### src/rtl/delta_2nd_frame_window_writer.sv
// Write side of the delta-2nd frame window: 5-slot circular frame buffer
// with a handshaked window presented to the reader.
//
// Ports:
//   clk, rst_n           clock and synchronous active-low reset
//   start, frame_total   utterance start pulse and frame count
//   in_valid/in_data     coefficient stream, in_ready accepts
//   win_valid/win_frame  window resident, index of newest frame
//   win_ack              reader releases the window
//   rd_offset/rd_addr    frame within window / coefficient index
//   rd_data              registered read data
//   done                 end-of-utterance pulse
module delta_2nd_frame_window_writer #(
    parameter int DATA_WIDTH          = 16,
    parameter int COEF_NUM            = 13,
    parameter int COUNTER_VALUE_WIDTH = 7,
    localparam int ADDR_WIDTH = (COEF_NUM > 1) ? $clog2(COEF_NUM) : 1,
    localparam int CW         = COUNTER_VALUE_WIDTH
) (
    input  logic                  clk,
    input  logic                  rst_n,
    input  logic                  start,
    input  logic [CW-1:0]         frame_total,
    input  logic                  in_valid,
    input  logic [DATA_WIDTH-1:0] in_data,
    output logic                  in_ready,
    output logic                  win_valid,
    output logic [CW-1:0]         win_frame,
    input  logic                  win_ack,
    input  logic [2:0]            rd_offset,
    input  logic [ADDR_WIDTH-1:0] rd_addr,
    output logic [DATA_WIDTH-1:0] rd_data,
    output logic                  done
);

    localparam int DEPTH = 5 * COEF_NUM;
    localparam int AW    = $clog2(DEPTH);

    typedef enum logic [1:0] {
        IDLE,
        FILL,
        WINDOW,
        DONE
    } state_t;

    state_t state, state_n;

    logic [CW-1:0]         total;
    logic [CW-1:0]         total_m1;
    logic [CW-1:0]         wr_frame;
    logic [CW-1:0]         win_frame_q;
    logic [ADDR_WIDTH-1:0] coef_cnt;
    logic [2:0]            newest_slot;

    logic accept;
    logic last_coef;
    logic load;
    logic advance;
    logic enter_win;

    logic [DATA_WIDTH-1:0] mem [DEPTH];
    logic [AW-1:0]         wr_idx;
    logic [3:0]            slot_sum;
    logic [2:0]            rd_slot;
    logic [AW-1:0]         rd_idx;
    logic [DATA_WIDTH-1:0] rd_word;

    assign accept    = in_valid && (state == FILL);
    assign last_coef = (coef_cnt == ADDR_WIDTH'(COEF_NUM - 1));
    assign total_m1  = total - CW'(1);

    assign in_ready  = (state == FILL);
    assign win_valid = (state == WINDOW);
    assign done      = (state == DONE);
    assign win_frame = win_frame_q;

    always_comb begin
        state_n   = state;
        load      = 1'b0;
        advance   = 1'b0;
        enter_win = 1'b0;
        unique case (state)
            IDLE: begin
                if (start) begin
                    load    = 1'b1;
                    state_n = (frame_total == '0) ? DONE : FILL;
                end
            end
            FILL: begin
                if (accept && last_coef) begin
                    if (wr_frame >= CW'(4)) begin
                        state_n   = WINDOW;
                        enter_win = 1'b1;
                    end else if (wr_frame == total_m1) begin
                        state_n = DONE;
                    end else begin
                        advance = 1'b1;
                    end
                end
            end
            WINDOW: begin
                if (win_ack) begin
                    if (win_frame_q == total_m1) begin
                        state_n = DONE;
                    end else begin
                        advance = 1'b1;
                        state_n = FILL;
                    end
                end
            end
            DONE: state_n = IDLE;
            default: state_n = IDLE;
        endcase
    end

    // Slot of the oldest frame sits right after the newest one; a single
    // subtract covers every legal offset (sum never exceeds 9).
    always_comb begin
        slot_sum = {1'b0, newest_slot} + 4'd1 + {1'b0, rd_offset};
        if (slot_sum >= 4'd5) begin
            slot_sum = slot_sum - 4'd5;
        end
        rd_slot = slot_sum[2:0];
        rd_idx  = AW'(rd_slot) * AW'(COEF_NUM) + AW'(rd_addr);
        rd_word = (rd_idx < AW'(DEPTH)) ? mem[rd_idx] : '0;
    end

    assign wr_idx = AW'(newest_slot) * AW'(COEF_NUM) + AW'(coef_cnt);

    always_ff @(posedge clk) begin
        if (accept) begin
            mem[wr_idx] <= in_data;
        end
    end

    always_ff @(posedge clk) begin
        if (!rst_n) begin
            state       <= IDLE;
            total       <= '0;
            wr_frame    <= '0;
            win_frame_q <= '0;
            coef_cnt    <= '0;
            newest_slot <= '0;
            rd_data     <= '0;
        end else begin
            state   <= state_n;
            rd_data <= rd_word;
            if (load) begin
                total       <= frame_total;
                wr_frame    <= '0;
                win_frame_q <= '0;
                coef_cnt    <= '0;
                newest_slot <= '0;
            end
            if (accept) begin
                coef_cnt <= last_coef ? '0 : coef_cnt + 1'b1;
            end
            if (advance) begin
                wr_frame    <= wr_frame + 1'b1;
                newest_slot <= (newest_slot == 3'd4) ? 3'd0
                                                     : newest_slot + 3'd1;
            end
            if (enter_win) begin
                win_frame_q <= wr_frame;
            end
        end
    end

endmodule

### config.mk
export PLATFORM = sky130hd
export DESIGN_NAME = delta_2nd_frame_window_writer
export DESIGN_NICKNAME = d
export VERILOG_FILES = /design/src/rtl/delta_2nd_frame_window_writer.sv
export SDC_FILE = /design/constraint.sdc
export NUM_CORES = 1
export LEC_CHECK = 0
export CAP_MARGIN = 15
export CORE_MARGIN = 1.5
export CORE_UTILIZATION = 30
export CTS_CLUSTER_DIAMETER = 60
export DETAILED_ROUTE_END_ITERATION = 8
export GPL_ROUTABILITY_DRIVEN = 1
export PLACE_DENSITY_LB_ADDON = 0.2
export SLEW_MARGIN = 5
export SYNTH_ARGS = -nofsm -noshare
export SYNTH_HDL_FRONTEND = slang
export SYNTH_SLANG_ARGS = --single-unit
### constraint.sdc
create_clock -name clk -period 8.6 [get_ports clk]
set_clock_uncertainty 0.2 [all_clocks]
set_input_delay 1.72 -clock clk [delete_from_list [all_inputs] [get_ports clk]]
set_output_delay 1.72 -clock clk [all_outputs]
set_load 0.05 [all_outputs]
**Word level (Yosys, flattened, before mapping)**

Memory sizes are Yosys's and may differ from the RTL's. A register that Yosys moved wholly into a read port is not among the register bits.
Cells that the tools add are included.

- Flip-flop bits (word level): 30
- RAM bits: 1040
- Bits of input ports: 35
- Word-level logic and storage cells: 73
- Memories: 1

Memory list:

| name | words | bits a word | read ports | clocked after memory_dff | write ports | RTL line | text |
|---|---|---|---|---|---|---|---|
| mem | 65 | 16 | 1 | 1 | 1 | 61 | `logic [DATA_WIDTH-1:0] mem [DEPTH];` |

- $add $sub $neg: 9
- $mul: 2
- $lt $le $gt $ge: 3
- Equal/unequal tests: 11
- Muxes and demuxes: 31
- Reduce and logical (&&, ||, !) cells: 10

Operators with widths:

| kind | number |
|---|---|
| $mux 7 | 3 |
| $add 7x4->7 | 2 |
| $eq 7x7->1 | 2 |
| $mul 3x4->7 const B | 2 |
| $mux 2 | 7 |
| $mux 1 | 12 |
| $mux 3 | 4 |
| $mux 4 | 3 |
| $pmux 2 s4 | 1 |
| $add 7x1->7 const B | 1 |
| $ge 7x3->1 const B | 1 |
| $logic_not 7->1 | 1 |
| $lt 7x7->1 const B | 1 |
| $sub 7x1->7 const B | 1 |
| $reduce_bool 2->1 | 3 |
| $add 3x1->4 const B | 1 |
| $add 4x1->4 const B | 1 |
| $add 4x3->4 | 1 |
| $eq 2x2->1 const B | 2 |
| $eq 4x4->1 const B | 1 |
| $ge 4x3->1 const B | 1 |
| $ne 2x1->1 const B | 2 |
| $reduce_and 4->1 | 1 |
| $add 3x1->3 const B | 1 |
| other kinds (10) | 11 |

**Depth between registers and ports, before layout**

- Depth in word-level cells: 9
- Depth in mapped cells: 28

**Least setup slack after synthesis**

OpenSTA, ideal clock, no wires.

- Path kind: input-to-reg
- Start point: in rd_offset[0]
- End point: reg rd_data[0] (read register of mem)
- Library setup time: 0.120 ns
- Arrival time: 7.336 ns
- Data required time: 8.280 ns
- Setup slack: 0.944 ns
- Cell stages on the path: 25
- Path buffers: 10
- Cells stage by stage: inv_1 -> ha_1 -> clkbuf_1 -> inv_1 -> ha_1 -> nor2b_1 -> o211ai_4 -> buf_2 -> buf_2 -> buf_2 -> buf_2 -> o21ai_0 -> ha_1 -> ha_1 -> fa_1 -> clkbuf_1 -> nor2b_1 -> clkbuf_1 -> clkbuf_1 -> buf_1 -> clkbuf_1 -> nand3_1 -> nand3_1 -> nand3_1 -> o31a_1

- Word-level cells in the longest chain between the ends: 8

RTL lines:

| element | RTL line | text |
|---|---|---|
| from (decl) | 30 | `input logic [2:0] rd_offset,` |
| $add 4x3->4 * | 119 | `slot_sum = {1'b0, newest_slot} + 4'd1 + {1'b0, rd_offset};` |
| $ge 4x3->1 or $sub 3x3->3 (tied branches) | 120, 121 |  |
| $mux 3 * | 120 | `if (slot_sum >= 4'd5) begin` |
| $mul 3x4->7 * | 124 | `rd_idx = AW'(rd_slot) * AW'(COEF_NUM) + AW'(rd_addr);` |
| $add 7x4->7 * | 124 |  |
| $lt 7x7->1 | 125 | `rd_word = (rd_idx < AW'(DEPTH)) ? mem[rd_idx] : '0;` |
| $reduce_and 2->1 (no line) | - |  |
| $logic_not 1->1 (no line) | - |  |
| to (decl) | 32 | `output logic [DATA_WIDTH-1:0] rd_data,` |

Every way passes the cells marked *; elsewhere a longest branch is shown, timed or not.
A chain may end at the register's enable or synchronous reset.

**Worst setup path in the final report**

- Start point: in rd_offset[0]
- End point: reg rd_data[5] (read register of mem)

The elaborated chain is that of the path after synthesis.

==> impl_metrics.json <==
{
  "outcome": "complete, no violations",
  "clock-sinks": 1086,
  "r2r_end": "rd_data[5]",
  "switching_power_uw": 7970,
  "postCtsSetupBuffers": 0,
  "worst_ep_required_time_ns": 9.04,
  "portBuffers": 60,
  "ctsHoldBuffers": 0,
  "io_pins": 61,
  "fin_area_um2": 54600,
  "route.detailed.drc": 0,
  "synth_edf_count": 1040,
  "numCtsBuffers": 118,
  "cp_num_buf_inv": 6,
  "vias": 31416,
  "cts-resized-gates": 0,
  "fp.dieW_um": 396,
  "powerDensity_nw_per_um2": 352,
  "n_fill_cell": 14636,
  "drive_gt1_share_pct": 15.8,
  "final-setup-viol-count": 0,
  "start_util_pct": 30.3,
  "ys_async_sr_fraction_pct": 0,
  "slowest_stage": "o21ai_0",
  "ir_drop_mv": 0.293,
  "hold_start": "coef_cnt[3]",
  "critPathTopFamily": "adder cells",
  "place_area_um2": 50700,
  "cap_violations": 0,
  "ys_ff_latch": 1086,
  "htreeDepth": 3,
  "netlist_area_um2": 46300,
  "die_area_um2": 157000,
  "synthTopCellsByCount": "1040 x edfxtp_1, 464 x nand2_1, 223 x mux2i_1, 180 x nor2_1, 137 x nand3_1",
  "grt_remaining_overflow": 0,
  "dr.pass1.iters": 8,
  "swShare_pct": 41.5,
  "syn_area_per_cell_um2": 13.8,
  "synth_ff_type": "edfxtp_1",
  "final_nets": 3653,
  "p_leak_uw": 0.0182,
  "worstSetupPathType": "input port to register",
  "worstHoldEndpoint": "coef_cnt[3]",
  "finalWorstSetupSlack_ns": 0.494,
  "synth_area_leaders": "edfxtp_1 67%, mux2i_1 4.8%, nand2_1 3.8%",
  "p_comb_share_pct": 42.5,
  "worst_pin_slew_ns": 1.18,
  "synth.distinct_cells": 88,
  "period_share_pct": 94.3,
  "ctsRootBufferMaster": "clkbuf_16",
  "synthCells": 3351,
  "wl_per_cell_um": 30.7,
  "synth.most_common_cell": "edfxtp_1",
  "num_rows": 143,
  "hp-class": "register to register",
  "postRouteAntennaNets": 0,
  "cts_tree": "built",
  "grt_first_pass_wirelength_um": 244000,
  "pwr-share-seq_pct": 30.8,
  "ys_warn_count": 0,
  "hold_violations": 0,
  "synth_nets": 3431,
  "r2r-start": "newest_slot[0]",
  "hold-path-cell-count": 1,
  "syn_to_final_growth_pct": 17.9,
  "rsz0062_at_grt": "false",
  "utilization_pct": 35.8,
  "synth_top_area_share_pct": 67.5,
  "max-clock-path-buffers": 3,
  "pre_cts_ws_ns": -0.145,
  "grtUsageTotal_pct": 21.9,
  "max_freq_mhz": 123,
  "p_clk_share_pct": 26.7,
  "reg2reg_depth": 21,
  "drt_iter0_drc": 3947,
  "crit_fanout": 14,
  "die_y_um": 396,
  "worstPathArrival_ns": 8.54,
  "cpMostUsedCell": "ha_1",
  "ys_seq_area_share_pct": 69.5,
  "slew_headroom_pct": 21.4,
  "r2r_slack_ns": 1.42,
  "gp_congestion": 0.930,
  "clkTransAtPathRegs_ns": 0.06,
  "end_kind": "register",
  "fin_crit_ns": 8.11,
  "tns_ns": 0,
  "dp_hpwl_um": 111000,
  "hold_slack_ns": 0.270,
  "wirelength_um": 175000,
  "drv_slew": 0,
  "crit_chain": "clkdlybuf4s50_1 -> inv_1 -> ha_1 -> inv_1 -> fa_1 -> inv_1 -> ha_1 -> nor2b_1 -> o211ai_4 -> o21ai_0 -> ha_1 -> fa_1 -> ha_1 -> xnor2_2 -> buf_4 -> nor2_1 -> buf_4 -> o211ai_1 -> o21ai_0 -> nor4_1 -> a32o_1 -> a31oi_1",
  "antenna_found_initial": 7,
  "intPower_uw": 11300,
  "antenna_cells": 0,
  "synth_area_leader_cell": "edfxtp_1",
  "clock_latency_ns": 0.75,
  "via_per_inst": 5.50,
  "crit_path_start_kind": "input port",
  "grt_start_max_net_pins": 88,
  "grt_pass1_vias": 30260,
  "coreArea_um2": 153000,
  "cpPeakStageDelay_ns": 0.69
}
## worst reg2reg max path: stages, from the launching register on
cell      delay, ns
dfxtp_1        0.46
inv_1          0.12
ha_1           0.20
inv_1          0.07
fa_1           0.46
inv_1          0.13
ha_1           0.19
nor2b_1        0.31
o211ai_4       0.11
o21ai_0        0.69
ha_1           0.39
fa_1           0.44
ha_1           0.38
xnor2_2        0.50
buf_4          0.47
nor2_1         0.13
buf_4          0.19
o211ai_1       0.16
o21ai_0        0.23
nor4_1         0.64
a32o_1         0.49
a31oi_1        0.14
## per-stage QoR
step | instances | power [uW]
after CTS | 5705 | 19200
after detailed placement | 5481 | 14000
after global placement | 5476 | 14000
after floorplan | 3351 | 9890
after global routing | 5707 | 19700
final | 5707 | 19200
## logic make-up (layout without fill, tap and decap cells)
logic type | after synthesis | after routing | share of synthesized area (%)
AO/OA/AOI/OAI | 652 | 652 | 9.50
XOR/XNOR | 33 | 33 | 0.941
adder cells (fa/ha/maj) | 45 | 45 | 1.30
buffers and inverters | 242 | 568 | 2.42
flip-flops | 1086 | 1086 | 69.5
multiplexers | 264 | 264 | 6.36
AND/OR/NAND/NOR | 1029 | 1029 | 10.0
## power groups by stage
stage	logic, uW	registers, uW	clock network, uW
2_1_floorplan	3810	6080	0
3_3_place_gp	8000	6040	0
3_5_place_dp	8000	6030	0
4_1_cts	8040	5920	5200
5_1_grt	8380	5930	5390
6_report	8180	5930	5130
## final cells by class
cell class,count,area [um2],area share [%]
clock buffer,158,3180,5.83
clock inverter,66,711,1.30
inverter,37,139,0.254
tap,2030,2540,4.65
multi-input combinational,2023,13300,24.3
timing repair buffer,307,2570,4.72
sequential,1086,32200,58.9
## cells in the final DEF (no fill, tap or decap), drive strengths merged, types with 27 or more instances in the layout
master	n
edfxtp	1040
nand2	464
buf	264
mux2i	223
nor2	180
clkbuf	158
nand3	138
a21oi	137
o22ai	95
o21ai	87
a31oi	73
nor3	68
dfxtp	46
clkinv	44
clkdlybuf4s50	43
inv	42
ha	40
a211oi	31
nand4	30
nor4	28
a22oi	27
## sequential cells by signal, indices dropped and copies added, names as in the netlist
signal	count
newest_slot	3
coef_cnt	4
win_frame	7
rd_data	16
state	2
total	7
wr_frame	7
mem	1040
## metal layers
metal  up-vias  routed length (um)  track usage (%)
met2      1583               78900             34.1
met4         4                7870             9.41
met5         -                  25                0
li1      13467                   -                -
met3       336               13500             3.33
met1     16026               74700             30.4
## worst max path at each step
stage	from	endpoint	cells past startpoint
2_1_floorplan	rd_offset[0]	rd_data[0]	25
3_3_place_gp	rd_offset[0]	rd_data[1]	19
3_5_place_dp	rd_offset[0]	rd_data[5]	22
4_1_cts	rd_offset[0]	rd_data[5]	21
5_1_grt	rd_offset[0]	rd_data[13]	21
6_report	rd_offset[0]	rd_data[5]	22
No activity file was read; power rests on OpenSTA's default activity.
